<file path="src/rtl/game_pkg.sv">
// game_pkg: shared constants and types for the enemy-plane field.
//   N_SLOTS/COORD_W   : slot count and coordinate width
//   HIT_W/HIT_H       : default hitbox half-extents (inclusive)
//   IDX_W             : width of a slot index
//   scan_state_t      : shot-resolution FSM encoding
//   sat_add8          : 8-bit saturating add used for the score
package game_pkg;

    localparam int N_SLOTS = 10;
    localparam int COORD_W = 8;
    localparam int HIT_W   = 4;
    localparam int HIT_H   = 4;
    localparam int IDX_W   = $clog2(N_SLOTS);

    typedef enum logic [1:0] {
        IDLE   = 2'd0,
        SCAN   = 2'd1,
        REPORT = 2'd2
    } scan_state_t;

    function automatic logic [7:0] sat_add8(input logic [7:0] a, input logic [7:0] b);
        logic [8:0] sum;
        sum = {1'b0, a} + {1'b0, b};
        return sum[8] ? 8'hFF : sum[7:0];
    endfunction

endpackage

</file>
<file path="src/rtl/hit_box_cmp.sv">
// hit_box_cmp: combinational hitbox test for one enemy slot.
//   ex, ey  : enemy coordinates
//   bx, by  : latched shooter coordinates
//   active  : slot holds a live plane
//   kill    : active and both |ex-bx| <= HIT_W and |ey-by| <= HIT_H
// Distances are larger-minus-smaller, so no wrap across 0 / max coordinate.
module hit_box_cmp #(
    parameter int COORD_W = 8,
    parameter int HIT_W   = 4,
    parameter int HIT_H   = 4
) (
    input  logic [COORD_W-1:0] ex,
    input  logic [COORD_W-1:0] ey,
    input  logic [COORD_W-1:0] bx,
    input  logic [COORD_W-1:0] by,
    input  logic               active,
    output logic               kill
);

    localparam logic [COORD_W-1:0] LIM_X = COORD_W'(HIT_W);
    localparam logic [COORD_W-1:0] LIM_Y = COORD_W'(HIT_H);

    logic [COORD_W-1:0] dx, dy;

    always_comb begin
        dx   = (ex >= bx) ? (ex - bx) : (bx - ex);
        dy   = (ey >= by) ? (ey - by) : (by - ey);
        kill = active && (dx <= LIM_X) && (dy <= LIM_Y);
    end

endmodule

</file>
<file path="src/rtl/hit_scan_ctrl.sv">
// hit_scan_ctrl: shot resolution sequencer for the enemy-plane field.
// A rising edge on fire (in IDLE) latches the shooter position and scans one
// slot per clock through a single hit_box_cmp. Kills accumulate in kill_mask;
// entering REPORT registers one-cycle des/load_x/hit/miss pulses and adds the
// kill count to a saturating score.
//   clock, resetn          : clock, async active-low reset
//   fire, self_x, self_y   : player fire level and shooter position
//   ex_flat, ey_flat       : packed enemy coordinates, slot i at [i*COORD_W +: COORD_W]
//   slot_active            : live-plane flags
//   busy                   : shot in progress
//   des, load_x            : per-slot kill pulses (identical timing)
//   hit, miss              : shot outcome pulses
//   score                  : saturating kill count
// Build option: MULTI_KILL_EN -- scan all slots and kill every overlap;
// otherwise the first kill in ascending slot order ends the scan.
module hit_scan_ctrl
    import game_pkg::*;
#(
    parameter int N_SLOTS = game_pkg::N_SLOTS,
    parameter int COORD_W = game_pkg::COORD_W,
    parameter int HIT_W   = game_pkg::HIT_W,
    parameter int HIT_H   = game_pkg::HIT_H
) (
    input  logic                       clock,
    input  logic                       resetn,
    input  logic                       fire,
    input  logic [COORD_W-1:0]         self_x,
    input  logic [COORD_W-1:0]         self_y,
    input  logic [N_SLOTS*COORD_W-1:0] ex_flat,
    input  logic [N_SLOTS*COORD_W-1:0] ey_flat,
    input  logic [N_SLOTS-1:0]         slot_active,
    output logic                       busy,
    output logic [N_SLOTS-1:0]         des,
    output logic [N_SLOTS-1:0]         load_x,
    output logic                       hit,
    output logic                       miss,
    output logic [7:0]                 score
);

    localparam int IW = $clog2(N_SLOTS);

    scan_state_t        state;
    logic               fire_q;
    logic [COORD_W-1:0] bx, by;
    logic [IW-1:0]      idx;
    logic [N_SLOTS-1:0] kill_mask;

    logic [COORD_W-1:0] ex_cur, ey_cur;
    logic               kill;
    logic [N_SLOTS-1:0] mask_next;
    logic [7:0]         kill_cnt;
    logic               last_slot, scan_done;

    // Live (not latched) enemy coordinates for the slot under test.
    assign ex_cur = ex_flat[int'(idx)*COORD_W +: COORD_W];
    assign ey_cur = ey_flat[int'(idx)*COORD_W +: COORD_W];

    hit_box_cmp #(
        .COORD_W(COORD_W),
        .HIT_W  (HIT_W),
        .HIT_H  (HIT_H)
    ) u_cmp (
        .ex    (ex_cur),
        .ey    (ey_cur),
        .bx    (bx),
        .by    (by),
        .active(slot_active[idx]),
        .kill  (kill)
    );

    always_comb begin
        mask_next = kill_mask | (kill ? (N_SLOTS'(1) << idx) : '0);
        kill_cnt  = '0;
        for (int i = 0; i < N_SLOTS; i++)
            kill_cnt = kill_cnt + 8'(mask_next[i]);
        last_slot = (idx == IW'(N_SLOTS - 1));
`ifdef MULTI_KILL_EN
        scan_done = last_slot;
`else
        scan_done = last_slot | kill;
`endif
    end

    // Pulses are registered on the SCAN->REPORT edge so they are visible
    // during the REPORT cycle; REPORT clears them and returns to IDLE.
    always_ff @(posedge clock or negedge resetn) begin
        if (!resetn) begin
            state     <= IDLE;
            fire_q    <= 1'b0;
            bx        <= '0;
            by        <= '0;
            idx       <= '0;
            kill_mask <= '0;
            busy      <= 1'b0;
            des       <= '0;
            load_x    <= '0;
            hit       <= 1'b0;
            miss      <= 1'b0;
            score     <= '0;
        end else begin
            fire_q <= fire;
            des    <= '0;
            load_x <= '0;
            hit    <= 1'b0;
            miss   <= 1'b0;
            case (state)
                IDLE: begin
                    if (fire && !fire_q) begin
                        state     <= SCAN;
                        bx        <= self_x;
                        by        <= self_y;
                        idx       <= '0;
                        kill_mask <= '0;
                        busy      <= 1'b1;
                    end
                end
                SCAN: begin
                    kill_mask <= mask_next;
                    if (scan_done) begin
                        state  <= REPORT;
                        des    <= mask_next;
                        load_x <= mask_next;
                        hit    <= |mask_next;
                        miss   <= ~|mask_next;
                        score  <= sat_add8(score, kill_cnt);
                    end else begin
                        idx <= idx + 1'b1;
                    end
                end
                REPORT: begin
                    state <= IDLE;
                    busy  <= 1'b0;
                end
                default: state <= IDLE;
            endcase
        end
    end

endmodule

</file>
<file path="config.mk">
export PLATFORM = sky130hd
export DESIGN_NAME = hit_scan_ctrl
export DESIGN_NICKNAME = d
export VERILOG_FILES = /design/src/rtl/game_pkg.sv /design/src/rtl/hit_box_cmp.sv /design/src/rtl/hit_scan_ctrl.sv
export SDC_FILE = /design/constraint.sdc
export NUM_CORES = 1
export LEC_CHECK = 0
export BUFFER_PORTS_ARGS = -buffer_cell sky130_fd_sc_hd__buf_2
export CAP_MARGIN = 20
export CORE_MARGIN = 2
export CORE_UTILIZATION = 35
export CTS_BUF_LIST = sky130_fd_sc_hd__clkbuf_16
export DETAILED_ROUTE_END_ITERATION = 16
export GPL_TIMING_DRIVEN = 0
export PLACE_DENSITY_LB_ADDON = 0.15
export SLEW_MARGIN = 20
export SYNTH_ARGS = -nofsm -noshare
export SYNTH_HDL_FRONTEND = slang
export SYNTH_SLANG_ARGS = --single-unit
</file>
<file path="constraint.sdc">
create_clock -name clock -period 10.7 [get_ports clock]
set_clock_uncertainty 0.15 [all_clocks]
set_input_delay 1.07 -clock clock [delete_from_list [all_inputs] [get_ports clock]]
set_output_delay 1.07 -clock clock [all_outputs]
set_load 0.05 [all_outputs]
</file>
==> metrics.md <==
| Metric | Value |
|---|---|
| DPL Wire Length | `15440 um` |
| Slew margin rel. | `33.59%` |
| Vias | `about 5500` |
| Clock Latency Late Sink | `between 0.3 and 0.4 ns` |
| WHS | `between 0.3 and 0.4 ns` |
| Total gr overflow | `0` |
| Reg2Reg Setup Slack | `approximately 1.1 ns` |
| Grt met1 use | `33.10%` |
| Most frequent CP cell | `fa_1` |
| Clk slew on worst S/H paths | `roughly 0.08 ns` |
| Num CTS Buffers | `5` |
| CTS tree | `done` |
| Num Clock Sinks | `54` |
| Power density over the cells | `around 320 nW/um2` |
| Kind of critical path | `reg2reg` |
| M2 GR Usage | `30.83%` |
| Period utilisation layout | `between 80 and 90%` |
| Final hold violations | `0` |
| Cts repair resizes | `0` |
| Ys Warns | `0` |
| DR pass1 iterations | `5` |
| Finished Layout Cells | `roughly 1100` |
| Max Buffers Root-to-Sink | `2` |
| R2R cell count | `31` |
| Setup repair bufs after CTS | `0` |
| # rows | `46` |
| Pleak | `between 0.003 and 0.004 uW` |
| CP Data Arrival Time | `~9.6 ns` |
| Sum Neg Setup Slack | `0 ns` |
| Yosys cell types | `between 60 and 70` |
| Worst Path Max Fanout | `10` |
| Layout cell share with drive strength beyond 1 | `a little under two fifths` |
| Placed Cells | `about 1100` |
| DRC viols | `0` |
| Fillcell total | `around 1600` |
| Largest net degree at the start of global routing | `55` |
| Final count of negative-setup-slack endpoints | `0` |
| Syn nets | `~870` |
| Number of synthesized flops with an enable pin | `0` |
| Share of flip-flops with an asynchronous set or reset | `100.0%` |
| Most used routing layer | `met1` |
| Reg-to-reg endpoint | `score[1]$_DFFE_PN0P_` |
| RSZ-0062 raised after global routing | `no` |
| Delay-heaviest family, CP | `buffers and inverters` |
| Slowest CP cell | `buf_1` |
| Worst Path Required | `approximately 11 ns` |
| First-pass GRT wire length | `about 28000 um` |
| Worst hold stages | `2` |
| DR vias/cell | `5.115` |
| Die H | `130.4 um` |
| GP Congestion | `between 0.9 and 1` |
| Buf/Inv on CP | `10` |
| Cell area after placement | `around 7000 um2` |
| Worst slew pin tran | `roughly 1.0 ns` |
| Hold Path Origin | `busy$_DFFE_PN0P_` |
| Cell taking the most area after synthesis | `dfrtp_1` |
| Type of origin of the critical path | `flop` |
| Worst vdd ir | `around 0.12 mV` |
| Avg WL per Cell | `17.78 um` |
| Final count of pins violating max slew | `0` |
| Met3 Track Usage GR | `under 10%` |
| Synth Flop Type | `dfrtp_1` |
| Highest-count cells in the layout ignoring fill and taps | `buf_2 (227), nor2_1 (56), inv_1 (54), dfrtp_1 (54), nand2_1 (43)` |
| Outcome | `finished, final reports clean` |
| Port Buffers | `219` |
| Vias in the first global route | `4989` |
| Worst min path class | `reg2reg` |
| Leading cell type in the layout, fill and taps excluded | `buf_2` |
| Critical Path Max Stage Delay | `between 0.7 and 0.8 ns` |
| Post-synth top area share | `between 20% and 30%` |
| #FFs+latches synth | `54` |
| Post-synthesis instance total | `~630` |
| Design area | `just over 7000 um2` |
| Crit path time final | `approximately 9.6 ns` |
| Post-Route WL | `~19000 um` |
| CTS Hold Bufs | `0` |
| Clock Tree Root | `clkbuf_16` |
| Die width | `about 130 um` |
| Worst r2r src | `idx[0]$_DFFE_PN0P_` |
| Final ANT Viol Nets | `0` |
| Mapped Area | `approximately 5600 um2` |
| CORE AREA | `about 16000 um2` |
| Crit. End Element | `flop` |
| F_max | `0.1047 GHz` |
| H-tree Lvls | `2` |
| Syn Area/Cell | `between 8 and 9 um2` |
| Iter 0 DRT Violations | `350` |
| Hold endpoint | `busy$_DFFE_PN0P_` |
| IO Count | `220` |
| Sequential fraction of the synthesis area | `24.17%` |
| Global Route Usage Sum | `21.32%` |
| Max-capacitance violation count | `0` |
| Top cells by area, synth | `dfrtp_1 (24%), ha_1 (9.2%), mux4_2 (8.1%), mux2_2 (7.3%), nor2_1 (3.8%)` |
| Synth-to-Final Area Change | `27.86%` |
| Layout Nets | `~1100` |
| N_diodes | `0` |
| Starting density of the core | `approximately 35%` |
| Die area | `roughly 17000 um2` |
| Initial antenna violation count | `0` |
[area by class of cell]
type	count	area (um2)	share of cell area, %
buffer	51	255.2	3.571
timing repair buffer	219	1099	15.37
sequential	54	1351	18.90
clock inverter	3	63.81	0.8927
tap	216	270.3	3.781
multi-input combinational	471	3777	52.84
clock buffer	5	125.1	1.750
inverter	55	206.4	2.888
[metal layers]
| layer | vias up | share of wire, % |
|---|---|---|
| li1 | 2723 | - |
| met1 | 2607 | 50 |
| met2 | 150 | 44 |
| met3 | 13 | 5.6 |
| met4 | 0 | 0.96 |
| met5 | - | 0 |
[synth_stat cells (11+ instances only)]
cell      count
a22oi_1      14
o21ai_0      33
mux2i_1      16
nor2_1       56
nand2_1      43
mux4_2       20
nand2b_1     11
nor2b_1      12
a21oi_1      40
o22a_1       14
ha_1         41
inv_1        54
buf_4        12
clkbuf_1     26
dfrtp_1      54
mux2_2       36
[where the power goes]
group	total, uW	switching, uW	internal [uW]
combinational	1770	1030	738
sequential	282	32.2	249
clock	219	85.2	134
[cell families after synthesis]
| kind of cell | Yosys count | share of synthesized area [%] |
|---|---|---|
| xor+xnor | 6 | 0.9400 |
| simple gates | 166 | 14.30 |
| compound gates | 173 | 20.99 |
| buf+inv | 106 | 8.258 |
| fa+ha+maj | 48 | 11.68 |
| flops | 54 | 24.17 |
| mux | 78 | 19.65 |
[worst max-delay path by stage]
stage                                  start                   end  slack [ns]  depth (start not counted)
after floorplan           idx[0]$_DFFE_PN0P_  score[5]$_DFFE_PN0P_        2.75                         30
after global placement    idx[0]$_DFFE_PN0P_  score[1]$_DFFE_PN0P_        1.17                         31
after detailed placement  idx[0]$_DFFE_PN0P_  score[1]$_DFFE_PN0P_        1.18                         31
after CTS                 idx[0]$_DFFE_PN0P_  score[1]$_DFFE_PN0P_        1.14                         31
after global routing      idx[0]$_DFFE_PN0P_  score[1]$_DFFE_PN0P_        0.61                         31
final                     idx[0]$_DFFE_PN0P_  score[1]$_DFFE_PN0P_        1.15                         31
[worst reg2reg max path: cells and delay by family (launching register included)]
family / cells / cell delay, ns
AO/OA/AOI/OAI: 9 / 2.23
adder cells (fa/ha/maj): 6 / 2.31
buffers and inverters: 10 / 2.79
flip-flops: 1 / 0.39
multiplexers: 2 / 0.63
AND/OR/NAND/NOR: 4 / 0.94
[flip-flops by register name, summed over array words and instances (netlist names)]
signal and cells:
kill_mask 10, load_x 10, state 2, miss 1, by 8, bx 8, hit 1, busy 1
fire_q 1, idx 4, score 8
[through the flow]
stage | worst slack [ns] | util (%) | total power, uW
finish | 1.146 | 45.33 | 2270
global route | 0.6062 | 45.33 | 2470
CTS | 1.144 | 45.33 | 2254
detailed placement | 1.184 | 44.13 | 2023
global placement | 1.172 | 44.11 | 2029
floorplan | 2.754 | - | 1613
Note: power is estimated with default switching activity, not from simulation.
